--- src/rtl/game_pkg.sv ---
// Shared definitions for the game-flow controller: state encodings and pacing limits.
package game_pkg;

  localparam int unsigned STATE_W = 3;
  localparam int unsigned MIN_GAP = 2;

  typedef enum logic [STATE_W-1:0] {
    StIdle  = 3'd0,
    StClear = 3'd1,
    StPlay  = 3'd2,
    StDrain = 3'd3,
    StOver  = 3'd4
  } game_state_e;

endpackage

--- src/rtl/score_pulse_gen.sv ---
// Saturating pending-event counter plus a paced one-cycle pulse emitter.
module score_pulse_gen
  import game_pkg::*;
#(
  parameter int unsigned CNT_W = 4,
  parameter int unsigned ADD_W = 3,
  parameter int unsigned GAP   = 2
) (
  input  logic             clk,
  input  logic             clr,
  input  logic             en,
  input  logic [ADD_W-1:0] add_cnt,
  output logic             plus,
  output logic [CNT_W-1:0] pending,
  output logic             overflow_evt,
  output logic             idle
);

  localparam int unsigned GapEff = (GAP < MIN_GAP) ? MIN_GAP : GAP;
  localparam int unsigned GapW   = $clog2(GapEff);
  localparam int unsigned SumW   = CNT_W + ADD_W + 1;
  localparam logic [SumW-1:0] Max = {{(ADD_W + 1){1'b0}}, {CNT_W{1'b1}}};

  logic [CNT_W-1:0] pending_q;
  logic [GapW-1:0]  gap_q;
  logic             plus_q;
  logic             launch;
  logic [SumW-1:0]  sum;

  // The decrement is taken in the launch cycle, so pending drops as plus rises.
  always_comb begin
    launch = en && (pending_q != '0) && (gap_q == '0);
    sum    = SumW'(pending_q) + SumW'(add_cnt) - SumW'(launch);
  end

  assign overflow_evt = en && (sum > Max);

  always_ff @(posedge clk) begin
    if (clr) begin
      pending_q <= '0;
      gap_q     <= '0;
      plus_q    <= 1'b0;
    end else begin
      plus_q <= launch;
      if (en) begin
        pending_q <= (sum > Max) ? {CNT_W{1'b1}} : sum[CNT_W-1:0];
      end
      if (launch) begin
        gap_q <= GapW'(GapEff - 1);
      end else if (gap_q != '0) begin
        gap_q <= gap_q - 1'b1;
      end
    end
  end

  assign plus    = plus_q;
  assign pending = pending_q;
  assign idle    = (pending_q == '0) && !plus_q && (gap_q == '0);

endmodule

--- src/rtl/score_event_sequencer.sv ---
// Game-flow FSM that arbitrates scoring requests into paced plus pulses for the score counter.
module score_event_sequencer
  import game_pkg::*;
#(
  parameter int unsigned N_REQ = 4,
  parameter int unsigned CNT_W = 4,
  parameter int unsigned GAP   = 2
) (
  input  logic               clk,
  input  logic               clr,
  input  logic               start,
  input  logic               crash,
  input  logic [N_REQ-1:0]   req,
  output logic               plus,
  output logic               score_clr,
  output logic [STATE_W-1:0] state,
  output logic [CNT_W-1:0]   pending,
  output logic               overflow,
  output logic               idle
);

  localparam int unsigned AddW = $clog2(N_REQ + 1);

  game_state_e     state_q;
  logic            score_clr_q;
  logic            overflow_q;
  logic [AddW-1:0] req_cnt;
  logic [AddW-1:0] add_cnt;
  logic            en;
  logic            flush;
  logic            overflow_evt;
  logic            gen_idle;

  always_comb begin
    req_cnt = '0;
    for (int i = 0; i < N_REQ; i++) begin
      req_cnt = req_cnt + AddW'(req[i]);
    end
  end

  // Requests only count while playing; DRAIN just empties the backlog.
  assign add_cnt = (state_q == StPlay) ? req_cnt : '0;
  assign en      = (state_q == StPlay) || (state_q == StDrain);
  assign flush   = clr || (state_q == StClear);

  score_pulse_gen #(
    .CNT_W(CNT_W),
    .ADD_W(AddW),
    .GAP  (GAP)
  ) u_pulse_gen (
    .clk         (clk),
    .clr         (flush),
    .en          (en),
    .add_cnt     (add_cnt),
    .plus        (plus),
    .pending     (pending),
    .overflow_evt(overflow_evt),
    .idle        (gen_idle)
  );

  always_ff @(posedge clk) begin
    if (clr) begin
      state_q     <= StIdle;
      score_clr_q <= 1'b0;
      overflow_q  <= 1'b0;
    end else begin
      score_clr_q <= 1'b0;
      if (state_q == StClear) begin
        overflow_q <= 1'b0;
      end else if (overflow_evt) begin
        overflow_q <= 1'b1;
      end
      case (state_q)
        StIdle, StOver: begin
          if (start) begin
            state_q     <= StClear;
            score_clr_q <= 1'b1;
          end
        end
        StClear: state_q <= StPlay;
        StPlay:  if (crash) state_q <= StDrain;
        StDrain: if (gen_idle) state_q <= StOver;
        default: state_q <= StIdle;
      endcase
    end
  end

  assign score_clr = score_clr_q;
  assign state     = state_q;
  assign overflow  = overflow_q;
  assign idle      = gen_idle;

endmodule
--- config.mk ---
export PLATFORM = sky130hd
export DESIGN_NAME = score_event_sequencer
export DESIGN_NICKNAME = d
export VERILOG_FILES = /design/src/rtl/game_pkg.sv /design/src/rtl/score_pulse_gen.sv /design/src/rtl/score_event_sequencer.sv
export SDC_FILE = /design/constraint.sdc
export NUM_CORES = 1
export LEC_CHECK = 0
export BUFFER_PORTS_ARGS = -buffer_cell sky130_fd_sc_hd__clkbuf_2
export CAP_MARGIN = 40
export CORE_UTILIZATION = 54
export DETAILED_ROUTE_END_ITERATION = 12
export GPL_TIMING_DRIVEN = 0
export PLACE_DENSITY = 0.93
export SLEW_MARGIN = 20
export SYNTH_ARGS = -nofsm -noshare
export SYNTH_HDL_FRONTEND = slang
export SYNTH_SLANG_ARGS = --single-unit
--- constraint.sdc ---
create_clock -name clk -period 7.3 [get_ports clk]
set_input_delay 1.46 -clock clk [delete_from_list [all_inputs] [get_ports clk]]
set_output_delay 1.46 -clock clk [all_outputs]
set_load 0.1 [all_outputs]
==> flow_summary.toml, run 1 <==
[die]
coreArea_sq_mm = 0.00117
die_area_sq_mm = 0.00149
ioPinCount = 19
die_w_um = 38.6
rows = 12
die_h_um = 38.6
start_util = 0.618

[clock_network]
insertion_delay_ns = 0.27
ctsHtreeMaxLevel = 1
cts_sinks = 10
postCtsSetupBuffers = 0
cts_root_buffer = "clkbuf_4"
cts.clk_slew.worst_paths_ns = 0.06
tritoncts = "yes"
post_cts_resized = 0
cts_buffer_depth = 2
cts_buffers = 3
hold_buffers = 0

[final_layout]
n_fill_cell = 88
multi_input_area_sq_um = 494
final_layout_size_suffix_gt1_frac = 0.274
seqCellArea_sq_um = 200
n_antenna_cell = 0
fin_nets = 124
area_delta_synth_final_pct = 19.9

[drt]
drt-initial-drc-count = 14
drtPass1Iterations = 4
avgRoutedWirePerCell_um = 11.7
vias = 680
drc = 0
ant_nets = 0
drt-vias-per-instance = 5.67
wl_um = 1410

[flow_run]
cap_violations = 0

[setup_path]
cp_common_cell = "ha_1"
crit_path_max_incr_delay_ns = 0.52
crit_path_start_kind = "primary input"
arrival_ns = 4.20
cpLargestDelayFamily = "adder cells"
cpMaxStageDelayCell = "fa_1"
endpoint_kind = "register"
worst-path-buf-inv = 3
crit_required_ns = 7.44
critical_path_class = "primary input to register"
cp_max_fo = 3
path_cells = "clkbuf_2 -> fa_1 -> ha_1 -> ha_1 -> nor3b_1 -> fa_1 -> inv_1 -> ha_1 -> inv_1 -> nor3_1 -> a21oi_1 -> o211ai_1 -> o311ai_1"

[logic_synthesis]
syn_nets = 101
syn_inst = 84
netlist_area_sq_um = 723
ys_warn_count = 0
synth_area_per_cell_sq_um = 8.61
ys_types = 36
yosysSeqAreaShare = 0.277
ys_seq_elements = 10

[sta]
skew_ns = 0.00942
rsz0062_at_grt = "no"
finalSetupTns_ns = 0
hold_violations = 0
slew_violations = 0
fin_crit_sh = 0.557
setup_viol = 0
maxSlewHeadroom = 0.641
max_freq_mhz = 246
worstMarginPinSlew_ns = 0.541
period_needed_ns = 4.06

[pwr]
fin_total_pwr_uw = 203
power_frac_seq = 0.307
comb_power_share = 0.450
p_per_area_mw_per_mm2 = 234
p_int_uw = 112
power_switching_uw = 91.7
vdd.ir_drop.worst_uv = 177
switching_share = 0.451
p_clk_frac = 0.244
p_leak_uw = 0.000402

[hold_path]
min_path_type = "register to register"

[global_route]
antenna_found_initial = 0
grt_pass1_wl_um = 2270
track_usage = 0.227
grt_pass1_vias = 548
overflow = 0
grt_max_degree = 11

[status]
status = "finished clean"

[place]
dp_hpwl_um = 1110
gp_congestion = 0.863
port_buffers = 18
[Yosys cell counts]
library cell  number  area [sq um]
nand2_2            1          6.26
o211ai_1           2          15.0
or2_2              1          6.26
nor4_1             1          6.26
o21ai_1            1          5.00
nand4b_1           1          8.76
o2111ai_1          1          8.76
ha_1               7          87.6
xor2_1             1          8.76
fa_1               2          40.0
o22ai_1            2          12.5
and2b_1            1          7.51
a21o_2             1          8.76
mux2i_1            1          10.0
a31oi_1            1          6.26
clkbuf_1           1          3.75
o311ai_1           1          8.76
a22oi_2            1          12.5
a21oi_1            6          30.0
and2_1             2          12.5
nand2_1            4          15.0
inv_1              4          15.0
nand3_1            1          5.00
nand2b_1           1          6.26
nor4b_1            1          8.76
o21ai_0            2          10.0
nor2b_1            3          18.8
nor3_1             3          15.0
xnor2_2            1          16.3
dfxtp_1           10           200
o211a_1            1          10.0
buf_2              2          10.0
nand4_1            1          6.26
nor3b_1            4          30.0
nor2_1             9          33.8
xnor2_1            2          17.5
[worst reg2reg max path: stages, from the launching register on]
cell      delay (ns)
dfxtp_1         0.33
buf_2           0.19
nand2b_1        0.15
nor3b_1         0.41
fa_1            0.52
inv_1           0.08
ha_1            0.19
inv_1           0.08
nor3_1          0.19
a21oi_1         0.09
o211ai_1        0.10
o311ai_1        0.12
[metrics by stage]
stage | instance area [sq um] | hold WS (ns) | util | std cells | worst slack [ns]
after floorplan | 723 | 0.917 | - | 84 | 3.29
after global placement | 831 | 0.451 | 0.709 | 116 | 3.05
after detailed placement | 831 | 0.458 | 0.709 | 116 | 2.98
after CTS | 867 | 0.488 | 0.740 | 120 | 3.25
after global routing | 867 | 0.533 | 0.740 | 120 | 3.04
final | 867 | 0.477 | 0.740 | 120 | 3.24
[placed cells by master (no fill, tap or decap)]
master     netlist  routed
a21o_2           1       1
a21oi_1          6       6
a22oi_2          1       1
a31oi_1          1       1
and2_1           2       2
and2b_1          1       1
buf_2            2       2
clkbuf_1         1       1
clkbuf_2         0      18
clkbuf_4         0       3
clkbuf_8         0       1
dfxtp_1         10      10
fa_1             2       2
ha_1             7       7
inv_1            4       4
mux2i_1          1       1
nand2_1          4       4
nand2_2          1       1
nand2b_1         1       1
nand3_1          1       1
nand4_1          1       1
nand4b_1         1       1
nor2_1           9       9
nor2b_1          3       3
nor3_1           3       3
nor3b_1          4       4
nor4_1           1       1
nor4b_1          1       1
o2111ai_1        1       1
o211a_1          1       1
o211ai_1         2       2
o21ai_0          2       2
o21ai_1          1       1
o22ai_1          2       2
o311ai_1         1       1
or2_2            1       1
xnor2_1          2       2
xnor2_2          1       1
xor2_1           1       1
[layer usage]
layer / wire, um / vias to the layer above / track usage
li1: - / 347 / -
met1: 664 / 309 / 0.311
met2: 648 / 19 / 0.321
met3: 60 / 5 / 0.0347
met4: 36 / 0 / 0.155
met5: 0 / - / 0
[worst paths after layout]
kind | from | endpoint | slack, ns | depth (start not counted)
worst min-delay path | overflow | overflow | 0.48 | 2
worst min register to register | overflow | overflow | 0.48 | 2
worst max register to register | state[1] | u_pulse_gen.pending[3] | 4.75 | 11
worst max-delay path | req[0] | u_pulse_gen.pending[3] | 3.24 | 13
[registers in the layout, indices dropped and copies added, names as in the netlist]
signal	count
score_clr	1
u_pulse_gen.pending	4
u_pulse_gen.plus	1
overflow	1
state	3
[kinds of logic after synthesis]
logic type      after synthesis  synth area share
flops                        10             0.277
fa+ha+maj                     9             0.176
buf+inv                       7            0.0398
mux                           1            0.0138
simple gates                 34             0.258
xor+xnor                      4            0.0588
compound gates               19             0.176
[area by class of cell]
cell class / instances / area share
timing repair buffer: 18 / 0.104
tap: 14 / 0.0202
buffer: 3 / 0.0159
clock buffer: 4 / 0.0418
inverter: 4 / 0.0173
sequential: 10 / 0.231
multi-input combinational: 67 / 0.570
[power groups by stage]
| stage | sequential (uW) | combinational [uW] | clock (uW) |
|---|---|---|---|
| final | 62.4 | 91.4 | 49.5 |
| after global routing | 62.7 | 97.7 | 54.7 |
| after CTS | 62.3 | 91.5 | 51.5 |
| after detailed placement | 63.5 | 90.9 | 0 |
| after global placement | 63.3 | 89.2 | 0 |
| after floorplan | 91.8 | 47.3 | 0 |
(Power assumes the default switching activity.)
==> inputs of run 2 (changes only) <==
ABC_AREA = 1   (was unset)
CORE_UTILIZATION = 51   (was 54)
PLACE_DENSITY = 0.89   (was 0.93)
clock period = 3.9 ns   (was 7.3 ns; I/O delays follow)
==> flow_summary.toml, run 2 <==
[status]
status = "finished clean"

[drt]
avgRoutedWirePerCell_um = 11.5
wl_um = 1640
drtPass1Iterations = 4
drt-vias-per-instance = 5.38
drt-initial-drc-count = 17
ant_nets = 0
drc = 0
vias = 764

[final_layout]
largest_reg_flops = 4
seqCellArea_sq_um = 200
area_delta_synth_final_pct = 16.9
n_fill_cell = 124
final_common_cell = "inv_1"
n_antenna_cell = 0
final_layout_size_suffix_gt1_frac = 0.291
multi_input_area_sq_um = 489
fin_nets = 146
layout_common_cells = "inv_1, clkbuf_2, nand2_1, nor2_1, dfxtp_1"

[global_route]
grt_pass1_wl_um = 2300
met3_usage = 0.0652
grt_max_degree = 8
antenna_found_initial = 0
grtUsageMet2 = 0.344
track_usage = 0.207
grt_pass1_vias = 591
overflow = 0
grt-busiest-layer = "met2"
grt_util_met1 = 0.257

[setup_path]
critical_path_class = "primary input to register"
arrival_ns = 3.40
cp_max_fo = 3
crit_required_ns = 4.10
endpoint_kind = "register"
r2r_cells = 13
crit_path_start_kind = "primary input"

[die]
die_h_um = 41.1
coreArea_sq_mm = 0.00137
rows = 13
ioPinCount = 19
start_util = 0.571
die_area_sq_mm = 0.00169
die_w_um = 41.1

[logic_synthesis]
ys_types = 25
syn_inst = 106
yosysTopAreaCell = "dfxtp_1"
synth_enable_flop_cells = 0
syn_nets = 123
netlist_area_sq_um = 779
async_flop_share = 0
synth.most_common_cell = "inv_1"
synth_common_cells = "inv_1, nand2_1, nor2_1, dfxtp_1, ha_1"
ys_warn_count = 0
synth_area_per_cell_sq_um = 7.35
ys_top_cells_by_area = "dfxtp_1, ha_1, inv_1, nand2_1, nor2_1"
yosysTopAreaCellShare = 0.257
yosysSeqAreaShare = 0.257
synth-main-ff-cell = "dfxtp_1"
ys_seq_elements = 10

[sta]
max_freq_mhz = 313
setup_viol = 0
maxSlewHeadroom = 0.639
hold_violations = 0
finalSetupTns_ns = 0
worstMarginPinSlew_ns = 0.544
period_needed_ns = 3.20
holdWs_ns = 0.467
fin_crit_sh = 0.820
rsz0062_at_grt = "no"
skew_ns = 0.00106
slew_violations = 0

[clock_network]
hold_buffers = 0
insertion_delay_ns = 0.26
cts_root_buffer = "clkbuf_4"
post_cts_resized = 0
ctsHtreeMaxLevel = 1
cts_buffers = 3
cts_buffer_depth = 2
cts.clk_slew.worst_paths_ns = 0.06
cts_sinks = 10
postCtsSetupBuffers = 0
tritoncts = "yes"

[place]
dp_hpwl_um = 1350
port_buffers = 18
gp_congestion = 0.859

[hold_path]
min_path_cells = 2
min_path_type = "register to register"

[flow_run]
cap_violations = 0
==> run 2: cell types whose count changed after synthesis, sizes merged, moves of 4 or more <==
cell	change
inv	+20
nand2	+12
nand3	+8
nor3b	-4
==> run 2: cells by family (layout without fill, tap and decap cells) <==
kind of cell	after synthesis	count (layout)	synth area share
flip-flops	10	10	0.257
AND/OR/NAND/NOR	45	45	0.310
AO/OA/AOI/OAI	18	18	0.154
buffers and inverters	24	45	0.116
adder cells (fa/ha/maj)	9	9	0.164
==> run 2: area by class of cell <==
class	instances	share of cell area
Timing Repair Buffer	18	0.0989
Multi-Input combinational cell	72	0.537
Sequential cell	10	0.220
Clock buffer	3	0.0247
Tap cell	15	0.0206
Inverter	24	0.0989
==> run 2: worst paths after layout <==
path / start / to / slack [ns]
hold reg to reg: overflow / overflow / 0.47
setup / recovery: req[0] / overflow / 0.70
setup reg to reg: state[0] / u_pulse_gen.pending[2] / 1.52
hold / removal: overflow / overflow / 0.47
==> run 2: through the flow <==
stage                      util  setup WS [ns]  instances  instance area, sq um
after CTS                 0.667          0.716        142                   911
after global placement    0.650          0.553        139                   888
after floorplan               -          0.757        106                   779
after detailed placement  0.650          0.452        139                   888
after global routing      0.667          0.560        142                   911
final                     0.667          0.701        142                   911
==> run 2: critical path, stage by stage <==
cell and delay [ns]:
clkbuf_2 0.09, fa_1 0.47, ha_1 0.20, ha_1 0.27, inv_1 0.03, nor2_1 0.19
fa_1 0.48, inv_1 0.08, ha_1 0.17, nand3_1 0.15, nand2_1 0.12, nand3_2 0.09
nand2_4 0.09, nand3_2 0.07, a21oi_2 0.12
==> run 2: per-layer routing <==
layer | routed length, um | share of wire | up-vias
li1 | - | - | 387
met1 | 710 | 0.43 | 348
met2 | 805 | 0.49 | 27
met3 | 109 | 0.067 | 2
met4 | 11 | 0.0067 | 0
met5 | 0 | 0 | -
Power of run 2 is not shown: default switching activity piles up to over one toggle a cycle in this logic, so the estimate is an artifact.
==> inputs of run 3 (changes only) <==
CORE_ASPECT_RATIO = 1.2   (was unset)
CORE_UTILIZATION = 46   (was 51)
PLACE_DENSITY = 0.85   (was 0.89)
clock period = 2.8 ns   (was 3.9 ns; I/O delays follow)
==> flow_summary.toml, run 3 (synthesis gave the netlist of run 2 again) <==
[status]
status = "finished, violations left"
violations = "setup timing"

[global_route]
track_usage = 0.230
grt_max_degree = 8
grt_pass1_vias = 694
antenna_found_initial = 0
overflow = 0
grt_pass1_wl_um = 2830

[clock_network]
tritoncts = "yes"
cts_buffer_depth = 2
cts_buffers = 3
cts.clk_slew.worst_paths_ns = 0.07
ctsHtreeMaxLevel = 1
cts_sinks = 10
cts_root_buffer = "clkbuf_4"
insertion_delay_ns = 0.27

[setup_path]
endpoint_kind = "register"
cp_max_fo = 3
critical_path_class = "primary input to register"
rrSetupSlack_ns = 0.51
reg2reg_to = "u_pulse_gen.pending[0]"
arrival_ns = 3.02
cp-startpoint = "req[0]"
r2r_cells = 13
crit_path_end = "u_pulse_gen.pending[0]"
crit_path_start_kind = "primary input"
path_cells = "buf_6 -> fa_1 -> ha_4 -> inv_2 -> nor2_2 -> ha_2 -> fa_1 -> inv_2 -> ha_4 -> nand3_4 -> nand2_2 -> nand3_2 -> nand2_4 -> nand2_4 -> a21oi_2"
crit_path_max_incr_delay_ns = 0.51
r2r-start = "state[0]"
cpMaxStageDelayCell = "fa_1"
crit_required_ns = 3.01

[drt]
drtPass1Iterations = 4
vias = 774
drc = 0
wl_um = 1830
drt-initial-drc-count = 17
ant_nets = 0
drt-vias-per-instance = 5.16
avgRoutedWirePerCell_um = 12.2

[final_layout]
largest_reg_flops = 4
fin_nets = 151
layout_common_cells = "inv_1, clkbuf_2, nand2_1, dfxtp_1, nor2_1"
n_antenna_cell = 0
area_delta_synth_final_pct = 35.5
finalInstanceArea_sq_mm = 0.00106
final_layout_size_suffix_gt1_frac = 0.436
final_common_cell = "inv_1"
fin_util = 0.703

[place]
port_buffers = 18
gp_congestion = 0.806
dp_hpwl_um = 1350
postPlaceCellArea_sq_um = 906

[sta]
skew_ns = 0.00557
max_freq_mhz = 355
hold_violations = 0
setup_viol = 1
fin_crit_sh = 1.01
rsz0062_at_grt = "yes"
slew_violations = 0
maxSlewHeadroom = 0.638
setup_slack_ns = -0.0180
period_needed_ns = 2.82
worstMarginPinSlew_ns = 0.546

[hold_path]
min_path_type = "register to register"

[flow_run]
cap_violations = 0

[die]
ioPinCount = 19
coreArea_sq_mm = 0.00150
die_h_um = 47.1
die_w_um = 39.6
start_util = 0.519
rows = 15
die_area_sq_mm = 0.00186
==> run 3: per-layer routing <==
layer,up-vias,global-route usage,routed length (um)
met5,-,0,0
met4,0,0.117,42
met3,7,0.0569,68
met2,21,0.400,955
met1,346,0.254,759
li1,400,-,-
==> run 3: timing repair <==
action / in CTS / in global routing
setup endpoints to repair: 4 / 5
gates cloned: 0 / 0
pin swaps: 10 / 11
resized for setup: 11 / 5
setup buffers: 4 / 1
hold buffers: 0 / 0
==> run 3: critical path, delay by kind of cell <==
| family | cells | cell delay (ns) |
|---|---|---|
| adder cells (fa/ha/maj) | 5 | 1.59 |
| AO/OA/AOI/OAI | 1 | 0.14 |
| AND/OR/NAND/NOR | 6 | 0.52 |
| buffers and inverters | 3 | 0.21 |
==> run 3: worst min-delay path by stage <==
stage	startpoint	to	slack (ns)	depth (start not counted)
3_3_place_gp	overflow	overflow	0.45	2
2_1_floorplan	clr	state[0]	0.63	1
5_1_grt	clr	state[0]	0.49	2
4_1_cts	overflow	overflow	0.46	2
6_report	overflow	overflow	0.46	2
3_5_place_dp	overflow	overflow	0.46	2
==> run 3: area by class of cell <==
cell class,instances,area [sq um]
Fill cell,118,445
Inverter,24,90.1
Sequential cell,10,200
Clock buffer,4,36.3
Tap cell,17,21.3
Timing Repair Buffer,23,134
Multi-Input combinational cell,72,574
==> run 3: per-stage QoR <==
step	worst slack, ns	hold WS, ns	setup TNS, ns	std cells
2_1_floorplan	-0.0453	0.629	-0.168	106
3_3_place_gp	-0.248	0.449	-1.18	141
3_5_place_dp	-0.323	0.456	-1.49	141
4_1_cts	0.0103	0.458	0	149
5_1_grt	-0.110	0.491	-0.399	150
6_report	-0.0180	0.462	-0.0180	150
Power of run 3 is left out for the same reason.
